--- src/rtl/alu_pkg.sv ---
// Shared types for the 4-bit ALU and its command sequencer.
// Op encodings, datapath widths and the sequencer state enum.
package alu_pkg;

  localparam int ALU_IN_W  = 4;
  localparam int ALU_OUT_W = 9;
  localparam int ALU_OP_W  = 3;
  localparam int RES_W     = ALU_OP_W + ALU_OUT_W;

  typedef enum logic [ALU_OP_W-1:0] {
    OP_ADD = 3'd0,
    OP_SUB = 3'd1,
    OP_AND = 3'd2,
    OP_XOR = 3'd3,
    OP_OR  = 3'd4,
    OP_ROL = 3'd5,
    OP_ROR = 3'd6,
    OP_MUL = 3'd7
  } alu_op_e;

  typedef enum logic [1:0] {
    ST_IDLE  = 2'd0,
    ST_EXEC  = 2'd1,
    ST_WRITE = 2'd2
  } seq_state_e;

endpackage

--- src/rtl/alu.sv ---
// Combinational 4-bit ALU with a 9-bit zero-extended result.
// Result width depends on the op: 5b add/sub, 4b logic/rotate, 8b mul.
module alu
  import alu_pkg::*;
(
  input  logic [ALU_OP_W-1:0]  op,
  input  logic [ALU_IN_W-1:0]  in1,
  input  logic [ALU_IN_W-1:0]  in2,
  output logic [ALU_OUT_W-1:0] out
);

  logic [4:0] sum;
  logic [4:0] dif;
  logic [7:0] prod;
  logic [7:0] dbl;
  logic [7:0] rot_l;
  logic [7:0] rot_r;

  always_comb begin
    sum   = {1'b0, in1} + {1'b0, in2};
    dif   = {1'b0, in1} - {1'b0, in2};
    prod  = {4'b0, in1} * {4'b0, in2};
    // Rotate by shifting a doubled copy; only amt mod 4 matters.
    dbl   = {in1, in1};
    rot_l = dbl << in2[1:0];
    rot_r = dbl >> in2[1:0];
    out   = '0;
    unique case (op)
      OP_ADD: out = {4'b0, sum};
      OP_SUB: out = {4'b0, dif};
      OP_AND: out = {5'b0, in1 & in2};
      OP_XOR: out = {5'b0, in1 ^ in2};
      OP_OR:  out = {5'b0, in1 | in2};
      OP_ROL: out = {5'b0, rot_l[7:4]};
      OP_ROR: out = {5'b0, rot_r[3:0]};
      OP_MUL: out = {1'b0, prod};
      default: out = '0;
    endcase
  end

endmodule

--- src/rtl/alu_res_fifo.sv ---
// Synchronous result FIFO, {op,data} entries, wrap-bit pointers.
// Head reads as zero while empty.
module alu_res_fifo #(
  parameter int DEPTH = 4,
  parameter int W     = 12
) (
  input  logic         clk,
  input  logic         rst_n,
  input  logic         push,
  input  logic [W-1:0] wdata,
  input  logic         pop,
  output logic [W-1:0] rdata,
  output logic         full,
  output logic         empty
);

  localparam int AW = $clog2(DEPTH);

  logic [AW:0]  wr_ptr_q, wr_ptr_d;
  logic [AW:0]  rd_ptr_q, rd_ptr_d;
  logic [W-1:0] mem_q [DEPTH];
  logic [W-1:0] mem_d [DEPTH];
  logic         do_pop;
  logic         do_push;

  always_comb begin
    empty   = (wr_ptr_q == rd_ptr_q);
    full    = (wr_ptr_q[AW] != rd_ptr_q[AW]) &&
              (wr_ptr_q[AW-1:0] == rd_ptr_q[AW-1:0]);
    do_pop  = pop && !empty;
    // A pop in the same cycle frees the slot a full push needs.
    do_push = push && (!full || do_pop);
    rdata   = empty ? '0 : mem_q[rd_ptr_q[AW-1:0]];
    wr_ptr_d = wr_ptr_q;
    rd_ptr_d = rd_ptr_q;
    mem_d    = mem_q;
    if (do_push) begin
      mem_d[wr_ptr_q[AW-1:0]] = wdata;
      wr_ptr_d = wr_ptr_q + 1'b1;
    end
    if (do_pop) begin
      rd_ptr_d = rd_ptr_q + 1'b1;
    end
  end

  always_ff @(posedge clk or negedge rst_n) begin
    if (!rst_n) begin
      wr_ptr_q <= '0;
      rd_ptr_q <= '0;
      for (int i = 0; i < DEPTH; i++) mem_q[i] <= '0;
    end else begin
      wr_ptr_q <= wr_ptr_d;
      rd_ptr_q <= rd_ptr_d;
      mem_q    <= mem_d;
    end
  end

endmodule

--- src/rtl/alu_cmd_sequencer.sv ---
// Drives one ALU from a valid/ready command port and queues results.
// Tracks completed ops and a sticky add/sub carry-borrow flag.
module alu_cmd_sequencer
  import alu_pkg::*;
#(
  parameter int MUL_WAIT  = 2,
  parameter int RES_DEPTH = 4,
  parameter int CNT_W     = 16
) (
  input  logic             clk,
  input  logic             rst_n,
  input  logic             cmd_valid,
  output logic             cmd_ready,
  input  logic [2:0]       cmd_op,
  input  logic [3:0]       cmd_in1,
  input  logic [3:0]       cmd_in2,
  output logic             res_valid,
  input  logic             res_ready,
  output logic [8:0]       res_data,
  output logic [2:0]       res_op,
  output logic [CNT_W-1:0] op_count,
  output logic             carry_sticky,
  input  logic             clr_sticky
);

  localparam int WAIT_W = $clog2(MUL_WAIT + 2);
  localparam logic [WAIT_W-1:0] MUL_LOAD = WAIT_W'(MUL_WAIT);

  seq_state_e           state_q, state_d;
  logic [ALU_OP_W-1:0]  op_q, op_d;
  logic [ALU_IN_W-1:0]  a_q, a_d;
  logic [ALU_IN_W-1:0]  b_q, b_d;
  logic [WAIT_W-1:0]    wait_q, wait_d;
  logic [CNT_W-1:0]     cnt_q, cnt_d;
  logic                 sticky_q, sticky_d;
  logic                 rdy_en_q;

  logic [ALU_OUT_W-1:0] alu_out;
  logic [RES_W-1:0]     fifo_rdata;
  logic                 fifo_full;
  logic                 fifo_empty;
  logic                 fifo_push;

  alu u_alu (
    .op  (op_q),
    .in1 (a_q),
    .in2 (b_q),
    .out (alu_out)
  );

  alu_res_fifo #(
    .DEPTH (RES_DEPTH),
    .W     (RES_W)
  ) u_fifo (
    .clk   (clk),
    .rst_n (rst_n),
    .push  (fifo_push),
    .wdata ({op_q, alu_out}),
    .pop   (res_ready),
    .rdata (fifo_rdata),
    .full  (fifo_full),
    .empty (fifo_empty)
  );

  assign res_valid    = !fifo_empty;
  assign res_op       = fifo_rdata[RES_W-1:ALU_OUT_W];
  assign res_data     = fifo_rdata[ALU_OUT_W-1:0];
  assign op_count     = cnt_q;
  assign carry_sticky = sticky_q;

  always_comb begin
    state_d   = state_q;
    op_d      = op_q;
    a_d       = a_q;
    b_d       = b_q;
    wait_d    = wait_q;
    cnt_d     = cnt_q;
    sticky_d  = sticky_q && !clr_sticky;
    fifo_push = 1'b0;
    // Admission checks FIFO space, so WRITE never meets a full FIFO.
    cmd_ready = (state_q == ST_IDLE) && !fifo_full && rdy_en_q;
    unique case (state_q)
      ST_IDLE: begin
        if (cmd_valid && cmd_ready) begin
          op_d    = cmd_op;
          a_d     = cmd_in1;
          b_d     = cmd_in2;
          wait_d  = (cmd_op == OP_MUL) ? MUL_LOAD : '0;
          state_d = ST_EXEC;
        end
      end
      ST_EXEC: begin
        if (wait_q != '0) begin
          wait_d = wait_q - 1'b1;
        end else begin
          state_d = ST_WRITE;
        end
      end
      ST_WRITE: begin
        fifo_push = 1'b1;
        cnt_d     = cnt_q + 1'b1;
        if ((op_q == OP_ADD || op_q == OP_SUB) && alu_out[4]) begin
          sticky_d = 1'b1;
        end
        state_d = ST_IDLE;
      end
      default: state_d = ST_IDLE;
    endcase
  end

  always_ff @(posedge clk or negedge rst_n) begin
    if (!rst_n) begin
      state_q  <= ST_IDLE;
      op_q     <= '0;
      a_q      <= '0;
      b_q      <= '0;
      wait_q   <= '0;
      cnt_q    <= '0;
      sticky_q <= 1'b0;
      rdy_en_q <= 1'b0;
    end else begin
      state_q  <= state_d;
      op_q     <= op_d;
      a_q      <= a_d;
      b_q      <= b_d;
      wait_q   <= wait_d;
      cnt_q    <= cnt_d;
      sticky_q <= sticky_d;
      rdy_en_q <= 1'b1;
    end
  end

endmodule

--- config.mk ---
export PLATFORM = sky130hd
export DESIGN_NAME = alu_cmd_sequencer
export DESIGN_NICKNAME = d
export VERILOG_FILES = /design/src/rtl/alu_pkg.sv /design/src/rtl/alu.sv /design/src/rtl/alu_res_fifo.sv /design/src/rtl/alu_cmd_sequencer.sv
export SDC_FILE = /design/constraint.sdc
export NUM_CORES = 1
export LEC_CHECK = 0
export ABC_AREA = 1
export BUFFER_PORTS_ARGS = -buffer_cell sky130_fd_sc_hd__buf_2
export CORE_AREA = 4 4 113 115
export CTS_BUF_LIST = sky130_fd_sc_hd__clkbuf_4
export CTS_CLUSTER_DIAMETER = 120
export DETAILED_ROUTE_END_ITERATION = 10
export DIE_AREA = 0 0 117 119
export GPL_TIMING_DRIVEN = 0
export MAX_ROUTING_LAYER = met4
export PLACE_DENSITY_LB_ADDON = 0.08
export SETUP_SLACK_MARGIN = 0.05
export SLEW_MARGIN = 20
export SYNTH_ARGS = -nofsm -noshare
export SYNTH_HDL_FRONTEND = slang
export SYNTH_SLANG_ARGS = --single-unit
--- constraint.sdc ---
create_clock -name clk -period 4.4 [get_ports clk]
set_input_delay 0.22 -clock clk [delete_from_list [all_inputs] [get_ports clk]]
set_output_delay 0.22 -clock clk [all_outputs]
set_load 0.005 [all_outputs]
==> results of run 1 <==
==> cell families (layout without fill, tap and decap cells) <==
logic type,count (synthesis),count (layout)
AO/OA/AOI/OAI,74,74
XOR/XNOR,19,19
adder cells (fa/ha/maj),37,37
buffers and inverters,102,172
other,2,2
AND/OR/NAND/NOR,357,357
flip-flops,83,83
==> per-stage QoR <==
| step | std cells | hold WS, ps |
|---|---|---|
| finish | 891 | 24.1 |
| global route | 891 | 15.9 |
| CTS | 890 | 2.04 |
| detailed placement | 867 | 180 |
| global placement | 866 | 407 |
| floorplan | 674 | -75.6 |
==> final timing paths <==
check	startpoint	end	slack, ps
setup / recovery	b_q[1]	u_fifo.mem_q[39]	830
hold / removal	cmd_in1[3]	a_q[3]	20
setup reg to reg	b_q[1]	u_fifo.mem_q[39]	830
hold reg to reg	u_fifo.mem_q[14]	u_fifo.mem_q[14]	490
max in group asynchronous	rst_n	op_q[1]	3520
min in group asynchronous	rst_n	u_fifo.mem_q[4]	260
==> cells in the final DEF, fill, tap and decap left out, types with 5 or more instances in the layout <==
master,instances
clkbuf_4,12
dlygate4sd3_1,9
a21oi_1,9
buf_2,49
nand4_1,13
inv_2,9
o21ai_0,38
xor2_1,13
clkbuf_1,8
buf_4,5
dfrtp_1,83
o22ai_1,12
nand2_1,214
inv_1,72
o21ai_1,11
fa_1,5
xnor2_1,5
ha_1,32
nor2_1,44
nand3_1,59
==> state kept, by name, indices dropped and copies added (netlist names) <==
signal           count
u_fifo.rd_ptr_q      3
b_q                  4
u_fifo.mem_q        44
carry_sticky         1
rdy_en_q             1
a_q                  4
wait_q               2
op_q                 3
state_q              2
op_count            16
u_fifo.wr_ptr_q      3
==> cell type report <==
| class | instances | share of cell area, % |
|---|---|---|
| buffer | 21 | 2.22 |
| clock buffer | 12 | 1.54 |
| clock inverter | 3 | 0.278 |
| inverter | 81 | 5.20 |
| multi-input combinational | 489 | 46.2 |
| sequential | 83 | 35.5 |
| tap | 147 | 3.14 |
| timing repair buffer | 55 | 5.90 |
==> per-layer routing <==
metal / wire length, um / share of wire [%]
met2: 6230 / 47
met5: 0 / 0
met4: 140 / 1.1
met3: 639 / 4.9
met1: 6120 / 47
==> cell usage after synthesis <==
master | number | area (sq um)
nor2_2 | 1 | 6.26
conb_1 | 2 | 7.51
o31ai_1 | 1 | 7.51
nor3_4 | 1 | 16.3
fa_1 | 5 | 100
o21ai_0 | 38 | 190
nand3_4 | 4 | 70.1
nor2_4 | 3 | 33.8
nor2_8 | 1 | 20.0
nand2_1 | 214 | 803
nand4_1 | 13 | 81.3
xnor2_1 | 5 | 43.8
nand4_4 | 1 | 21.3
a21oi_1 | 9 | 45.0
nand2_4 | 1 | 11.3
dfrtp_1 | 83 | 2080
o22ai_1 | 12 | 75.1
xor2_1 | 13 | 114
buf_6 | 4 | 45.0
nor3_1 | 4 | 20.0
buf_4 | 4 | 30.0
xnor2_2 | 1 | 16.3
buf_2 | 5 | 25.0
o21ai_1 | 11 | 55.1
o21ai_2 | 3 | 26.3
inv_1 | 72 | 270
ha_1 | 32 | 400
and2_1 | 1 | 6.26
nand3b_1 | 3 | 22.5
nand4_2 | 1 | 12.5
nand2_2 | 3 | 18.8
or2_2 | 2 | 12.5
inv_2 | 9 | 33.8
nand3_1 | 59 | 295
nor3b_1 | 1 | 7.51
clkbuf_1 | 8 | 30.0
nor2_1 | 44 | 165
==> power by group <==
group,total [uW],switching (uW),internal [uW]
Combinational,2220,1420,804
Sequential,1240,244,994
Clock,385,254,130
Total,3840,1910,1930
==> worst max-delay path: cells and delay by family (launching register included) <==
kind                     cells  cell delay [ps]
flip-flops                   1              470
adder cells (fa/ha/maj)      3             1580
buffers and inverters        4              630
AND/OR/NAND/NOR              7              790
==> impl_metrics.csv, run 1 <==
group,metric,value,unit
sta,rsz0062_at_grt,"no",
worst_setup_path,startpoint_type,"register",
worst_setup_path,rr_worst_depth,14,
worst_setup_path,end_kind,"register",
sta,min_period,3570,ps
global_routing,grt_pass1_vias,4409,
power,p_per_area,657,nW/um^2
worst_setup_path,cp.arrival,3910,ps
clock_network,htreeDepth,3,
detailed_routing,drt_iter0_markers,294,
detailed_routing,ant_nets,0,
layout,fill_cells,1218,
sta,setup_violations,0,
sta,tns,0,ps
synthesis,synth.mux.area_fraction,0,%
layout,multi_input_area,2710,sq um
worst_setup_path,path_max_fanout,10,
sta,slew_viol_final,0,
clock_network,cts_hold_buffers,8,
sta,period_share,81.2,%
floorplan,start_util,44.2,%
floorplan,rows,40,
floorplan,dieWidth,117,um
synthesis,syn_area,5220,sq um
sta,fmax,280,MHz
worst_setup_path,path_class,"register to register",
detailed_routing,finalWirelength,13100,um
layout,drive_gt1_share,13.8,%
outcome,outcome,"complete, no violations",
synthesis,synthCells,674,
power,finalPower,3840,uW
global_routing,gr-total-overflow,0,
floorplan,ioPinCount,47,
synthesis,synth_compound_area_share,7.65,%
hold_path,holdPathStages,3,
placed_design,dpl_cell_area,5660,sq um
placed_design,io_buffer_count,45,
layout,antenna_cells,0,
layout,area_delta_synth_final,12.2,%
placed_design,place.gp.congestion,0.851,
layout,regArea,2080,sq um
floorplan,core_area,11800,sq um
placed_design,pre_cts_ws,868,ps
synthesis,synth_top_family_by_area,"simple AND/OR/NAND/NOR gates",
clock_network,numCtsBuffers,9,
global_routing,antenna_found_initial,0,
clock_network,clock-sinks,83,
global_routing,grtUsageMet2,31.8,%
worst_setup_path,cp.required,4730,ps
power,peakVddDrop,0.341,mV
detailed_routing,wl_per_cell,14.7,um
run,cap_violations,0,
clock_network,root_buffer,"clkbuf_4",
worst_setup_path,crit_top_cell,"nand2_1",
synthesis,yosysSeqAreaShare,39.8,%
floorplan,die_h,119,um
clock_network,post_cts_buffers,0,
layout,nNetsFinal,793,
detailed_routing,first_pass_iters,7,
sta,hold_viol_final,0,
detailed_routing,num_vias,4550,
global_routing,grt_pass1_wl,22100,um
synthesis,avgSynthCellArea,7.74,sq um
worst_setup_path,critical_path.slowest_cell,"fa_1",
clock_network,clock_path_buffers,2,
layout,fin_util,49.5,%
hold_path,hold_class,"input port to register",
worst_setup_path,cp_cell_sequence,"clkbuf_1 > nand2_1 > fa_1 > inv_1 > fa_1 > inv_1 > fa_1 > inv_1 > nand4_1 > nand2_1 > nor2_1 > nand4_1 > nand2_1 > nand2_1",
clock_network,cts_resized,0,
global_routing,use_met3,3.25,%
clock_network,clk_pin_slew,120,ps
global_routing,grt.total_usage,20.5,%
layout,fin_area,5850,sq um
global_routing,met1_usage,28.4,%
synthesis,synthSimpleGateAreaFrac,31.1,%
sta,worst_pin_slew,616,ps
synthesis,yosys_warnings,0,
floorplan,dieArea,13900,sq um
power,p_leak,0.00321,uW
detailed_routing,avgViaCountPerCell,5.11,
sta,fin_ws,827,ps
global_routing,grt_busiest_layer,"met2",
synthesis,synthXorXnorAreaFrac,3.33,%
worst_setup_path,slowest_delay,550,ps
synthesis,synth_fa_ha_area_share,9.59,%
detailed_routing,drc,0,
synthesis,syn_nets,727,
sta,finClkSkew,14.2,ps
synthesis,ys_seq_elements,83,
clock_network,cts_tree,"yes",
clock_network,insertion_delay,430,ps
placed_design,hpwl,9640,um
global_routing,grt_start_max_net_pins,56,
synthesis,yosysUniqueCellTypes,37,
sta,slew_headroom,58.9,%
(Power assumes the default switching activity.)
==> run 2: changes to the inputs <==
--- a/config.mk
+++ b/config.mk
@@ -5,13 +5,13 @@
 export SDC_FILE = /design/constraint.sdc
 export NUM_CORES = 1
 export LEC_CHECK = 0
-export ABC_AREA = 1
+export ABC_AREA = 0
 export BUFFER_PORTS_ARGS = -buffer_cell sky130_fd_sc_hd__buf_2
-export CORE_AREA = 4 4 113 115
+export CORE_AREA = 4 4 109 111
 export CTS_BUF_LIST = sky130_fd_sc_hd__clkbuf_4
 export CTS_CLUSTER_DIAMETER = 120
 export DETAILED_ROUTE_END_ITERATION = 10
-export DIE_AREA = 0 0 117 119
+export DIE_AREA = 0 0 113 115
 export GPL_TIMING_DRIVEN = 0
 export MAX_ROUTING_LAYER = met4
 export PLACE_DENSITY_LB_ADDON = 0.08
==> constraint.sdc (replaced) <==
create_clock -name clk -period 2.9 [get_ports clk]
set_input_delay 0.145 -clock clk [delete_from_list [all_inputs] [get_ports clk]]
set_output_delay 0.145 -clock clk [all_outputs]
set_load 0.005 [all_outputs]
==> run 2 against run 1 <==
Compared with the run above:
- final cell count fell by 24%
- highest routed layer unchanged
- count of clock-buffer cells in the layout shrank 2
- non-clock buffer count rose by 12
- power is 74% higher
- sequential share of layout area up 0.39 points
- combinational power up 80%
- sequential power increased by 48%
- final area fell by 0.79%
- flip-flop and latch count is the same
- wire length down 18%
- clock power up 120%
- maximum frequency up 23%
==> impl_metrics.csv, run 2 <==
group,metric,value,unit
outcome,outcome,"complete, no violations",
sta,period_share,99.9,%
synthesis,netlist_top_cells_count,"dfrtp_1 (83), nand2_1 (54), o21ai_0 (40)",
worst_setup_path,startpoint_type,"register",
detailed_routing,first_pass_iters,5,
hold_path,hold_class,"input port to register",
worst_setup_path,cp_top_family,"adder cells",
synthesis,synth-main-ff-cell,"dfrtp_1",
worst_setup_path,crit_top_cell,"ha_1",
power,p_per_area,1150,nW/um^2
global_routing,antenna_found_initial,0,
synthesis,synth_top_area_share,43.1,%
synthesis,synthCells,451,
floorplan,dieArea,13000,sq um
synthesis,synthTopCellsByArea,"dfrtp_1 (43%), ha_1 (8.3%), mux2_2 (6.5%), mux4_2 (5.1%), nand2_1 (4.2%)",
global_routing,grt.total_usage,18.1,%
clock_network,insertion_delay,450,ps
clock_network,clock_path_buffers,2,
worst_setup_path,reg2reg_slack,3,ps
worst_setup_path,critical_path.slowest_cell,"fa_2",
worst_setup_path,cp.depth,12,
worst_setup_path,r2r-start,"a_q[1]",
synthesis,ys_async_sr_fraction,100,%
synthesis,syn_area,4820,sq um
sta,slew_viol_final,0,
placed_design,pre_cts_ws,-277,ps
sta,hold_ws,37.3,ps
clock_network,numCtsBuffers,9,
floorplan,rows,38,
clock_network,clock-sinks,83,
placed_design,place.gp.congestion,0.866,
synthesis,yosys_warnings,0,
layout,antenna_cells,0,
synthesis,synth_top_area_cell,"dfrtp_1",
worst_setup_path,worstSetupEndpoint,"u_fifo.mem_q[27]",
layout,final_cell_mix,"dfrtp_1 (78), nand2_1 (51), buf_2 (49)",
layout,largest-register,"u_fifo.mem_q",
worst_setup_path,rr_worst_depth,12,
worst_setup_path,cp.arrival,3240,ps
layout,largest_reg_flops,44,
floorplan,core_area,10800,sq um
clock_network,htreeDepth,3,
worst_setup_path,end_kind,"register",
detailed_routing,ant_nets,0,
synthesis,ys_seq_elements,83,
worst_setup_path,cp_cell_sequence,"buf_4 > ha_1 > ha_2 > ha_1 > ha_1 > inv_1 > fa_2 > nand2_2 > o2111ai_2 > nand4_1 > o22ai_4 > o21ai_1",
detailed_routing,drt_iter0_markers,154,
sta,fin_ws,3.16,ps
sta,fmax,345,MHz
floorplan,start_util,44.7,%
synthesis,avgSynthCellArea,10.7,sq um
detailed_routing,num_vias,3537,
floorplan,dieWidth,113,um
synthesis,yosysMostFrequentCell,"dfrtp_1",
layout,area_delta_synth_final,20.4,%
detailed_routing,avgViaCountPerCell,5.23,
sta,tns,0,ps
clock_network,clk_pin_slew,140,ps
sta,rsz0062_at_grt,"yes",
worst_setup_path,path_max_fanout,4,
synthesis,synth-edff-count,0,
sta,hold_viol_final,0,
sta,setup_violations,0,
synthesis,yosysUniqueCellTypes,55,
worst_setup_path,timing.rr.end,"u_fifo.mem_q[27]",
sta,slew_headroom,56.7,%
layout,fill_cells,994,
detailed_routing,drc,0,
detailed_routing,wl_per_cell,16.0,um
power,p_leak,0.00277,uW
worst_setup_path,cp.required,3250,ps
sta,min_period,2900,ps
worst_setup_path,critPathLaunch,"a_q[1]",
placed_design,hpwl,7820,um
synthesis,syn_nets,504,
worst_setup_path,cp_num_buf_inv,2,
worst_setup_path,path_class,"register to register",
global_routing,grt_pass1_wl,18000,um
worst_setup_path,slowest_delay,570,ps
floorplan,die_h,115,um
floorplan,ioPinCount,47,
layout,nNetsFinal,584,
global_routing,grt_start_max_net_pins,58,
global_routing,grt_pass1_vias,3526,
clock_network,cts_tree,"yes",
clock_network,root_buffer,"clkbuf_4",
layout,final_common_cell,"dfrtp_1",
power,finalPower,6690,uW
synthesis,yosysSeqAreaShare,43.1,%
run,cap_violations,0,
placed_design,io_buffer_count,45,
detailed_routing,finalWirelength,10800,um
layout,drive_gt1_share,30.2,%
power,peakVddDrop,1.10,mV
sta,finClkSkew,14.3,ps
global_routing,gr-total-overflow,0,
sta,worst_pin_slew,649,ps
[run 2: cell count changes after synthesis, moves of 8 or more]
cell	change
nand4_1	-8
nor2_1	-29
and2_1	+16
inv_2	-9
inv_1	-44
o22ai_1	-11
mux2_2	+28
o21ai_1	-11
mux4_2	+11
nand2_1	-160
nand3_1	-50
xnor2_1	+16
[run 2: logic make-up (layout without fill, tap and decap cells)]
group                    count (synthesis)  in the layout  share of synthesized area, %
multiplexers                            44             44                          12.7
other                                    2              2                         0.156
XOR/XNOR                                29             29                          5.27
adder cells (fa/ha/maj)                 37             37                          10.4
buffers and inverters                   47            132                          4.51
flip-flops                              83             83                          43.1
AND/OR/NAND/NOR                        133            133                          13.9
AO/OA/AOI/OAI                           76             76                          10.0
[run 2: timing repair]
| item | CTS | global route |
|---|---|---|
| pin swaps | 13 | 9 |
| buffers inserted | 9 | 0 |
| hold endpoints to repair | 81 | 0 |
| endpoints found under the setup margin | 24 | 26 |
| hold buffers | 14 | 0 |
| resized for setup | 15 | 23 |
[run 2: worst reg2reg max path: stages (launching register included)]
cell and delay (ps):
dfrtp_2 420, buf_4 160, ha_1 220, ha_2 280, ha_1 270, ha_1 170
inv_1 70, fa_2 570, nand2_2 50, o2111ai_2 80, nand4_1 160, o22ai_4 250
o21ai_1 100
[run 2: how the worst min path moves through the flow]
stage / start / endpoint / slack, ps / cells after the start
floorplan: rst_n / a_q[0] / -150 / 0
global placement: clr_sticky / carry_sticky / 340 / 2
detailed placement: rst_n / u_fifo.mem_q[29] / 100 / 1
CTS: cmd_valid / state_q[0] / 5 / 3
global route: cmd_valid / state_q[0] / 50 / 3
finish: cmd_valid / state_q[0] / 40 / 3
[run 2: final cells by class]
class                   count  area (sq um)  share of cell area (%)
clock buffers              10          75.1                    1.29
well taps                 140           175                    3.02
clock inverters             6           111                    1.92
inverters                  28           105                    1.81
plain buffers              19           126                    2.18
multi-input cells         321          2670                    45.9
repair buffers             69           463                    7.97
flip-flops and latches     83          2080                    35.9
[run 2: stage by stage]
stage	instances	area, sq um	util, %
floorplan	451	4850	-
global placement	636	5250	48.7
detailed placement	637	5280	48.9
CTS	676	5720	53.0
global route	676	5810	53.8
finish	676	5810	53.8
[run 2: metal layers]
metal | GRT usage [%] | up-vias | part of all wire [%]
li1 | - | 1739 | -
met1 | 23.6 | 1729 | 47
met2 | 28.7 | 54 | 48
met3 | 3.47 | 15 | 3.6
met4 | 5.77 | 0 | 1.9
met5 | - | - | 0
[run 2: report_power, final]
| group | internal (uW) | switching, uW | total, uW | leakage [uW] |
|---|---|---|---|---|
| Combinational | 1850 | 2150 | 4000 | 0.00159 |
| Sequential | 1540 | 287 | 1830 | 0.00108 |
| Clock | 448 | 415 | 863 | 0.0000986 |
| Total | 3840 | 2850 | 6690 | 0.00277 |
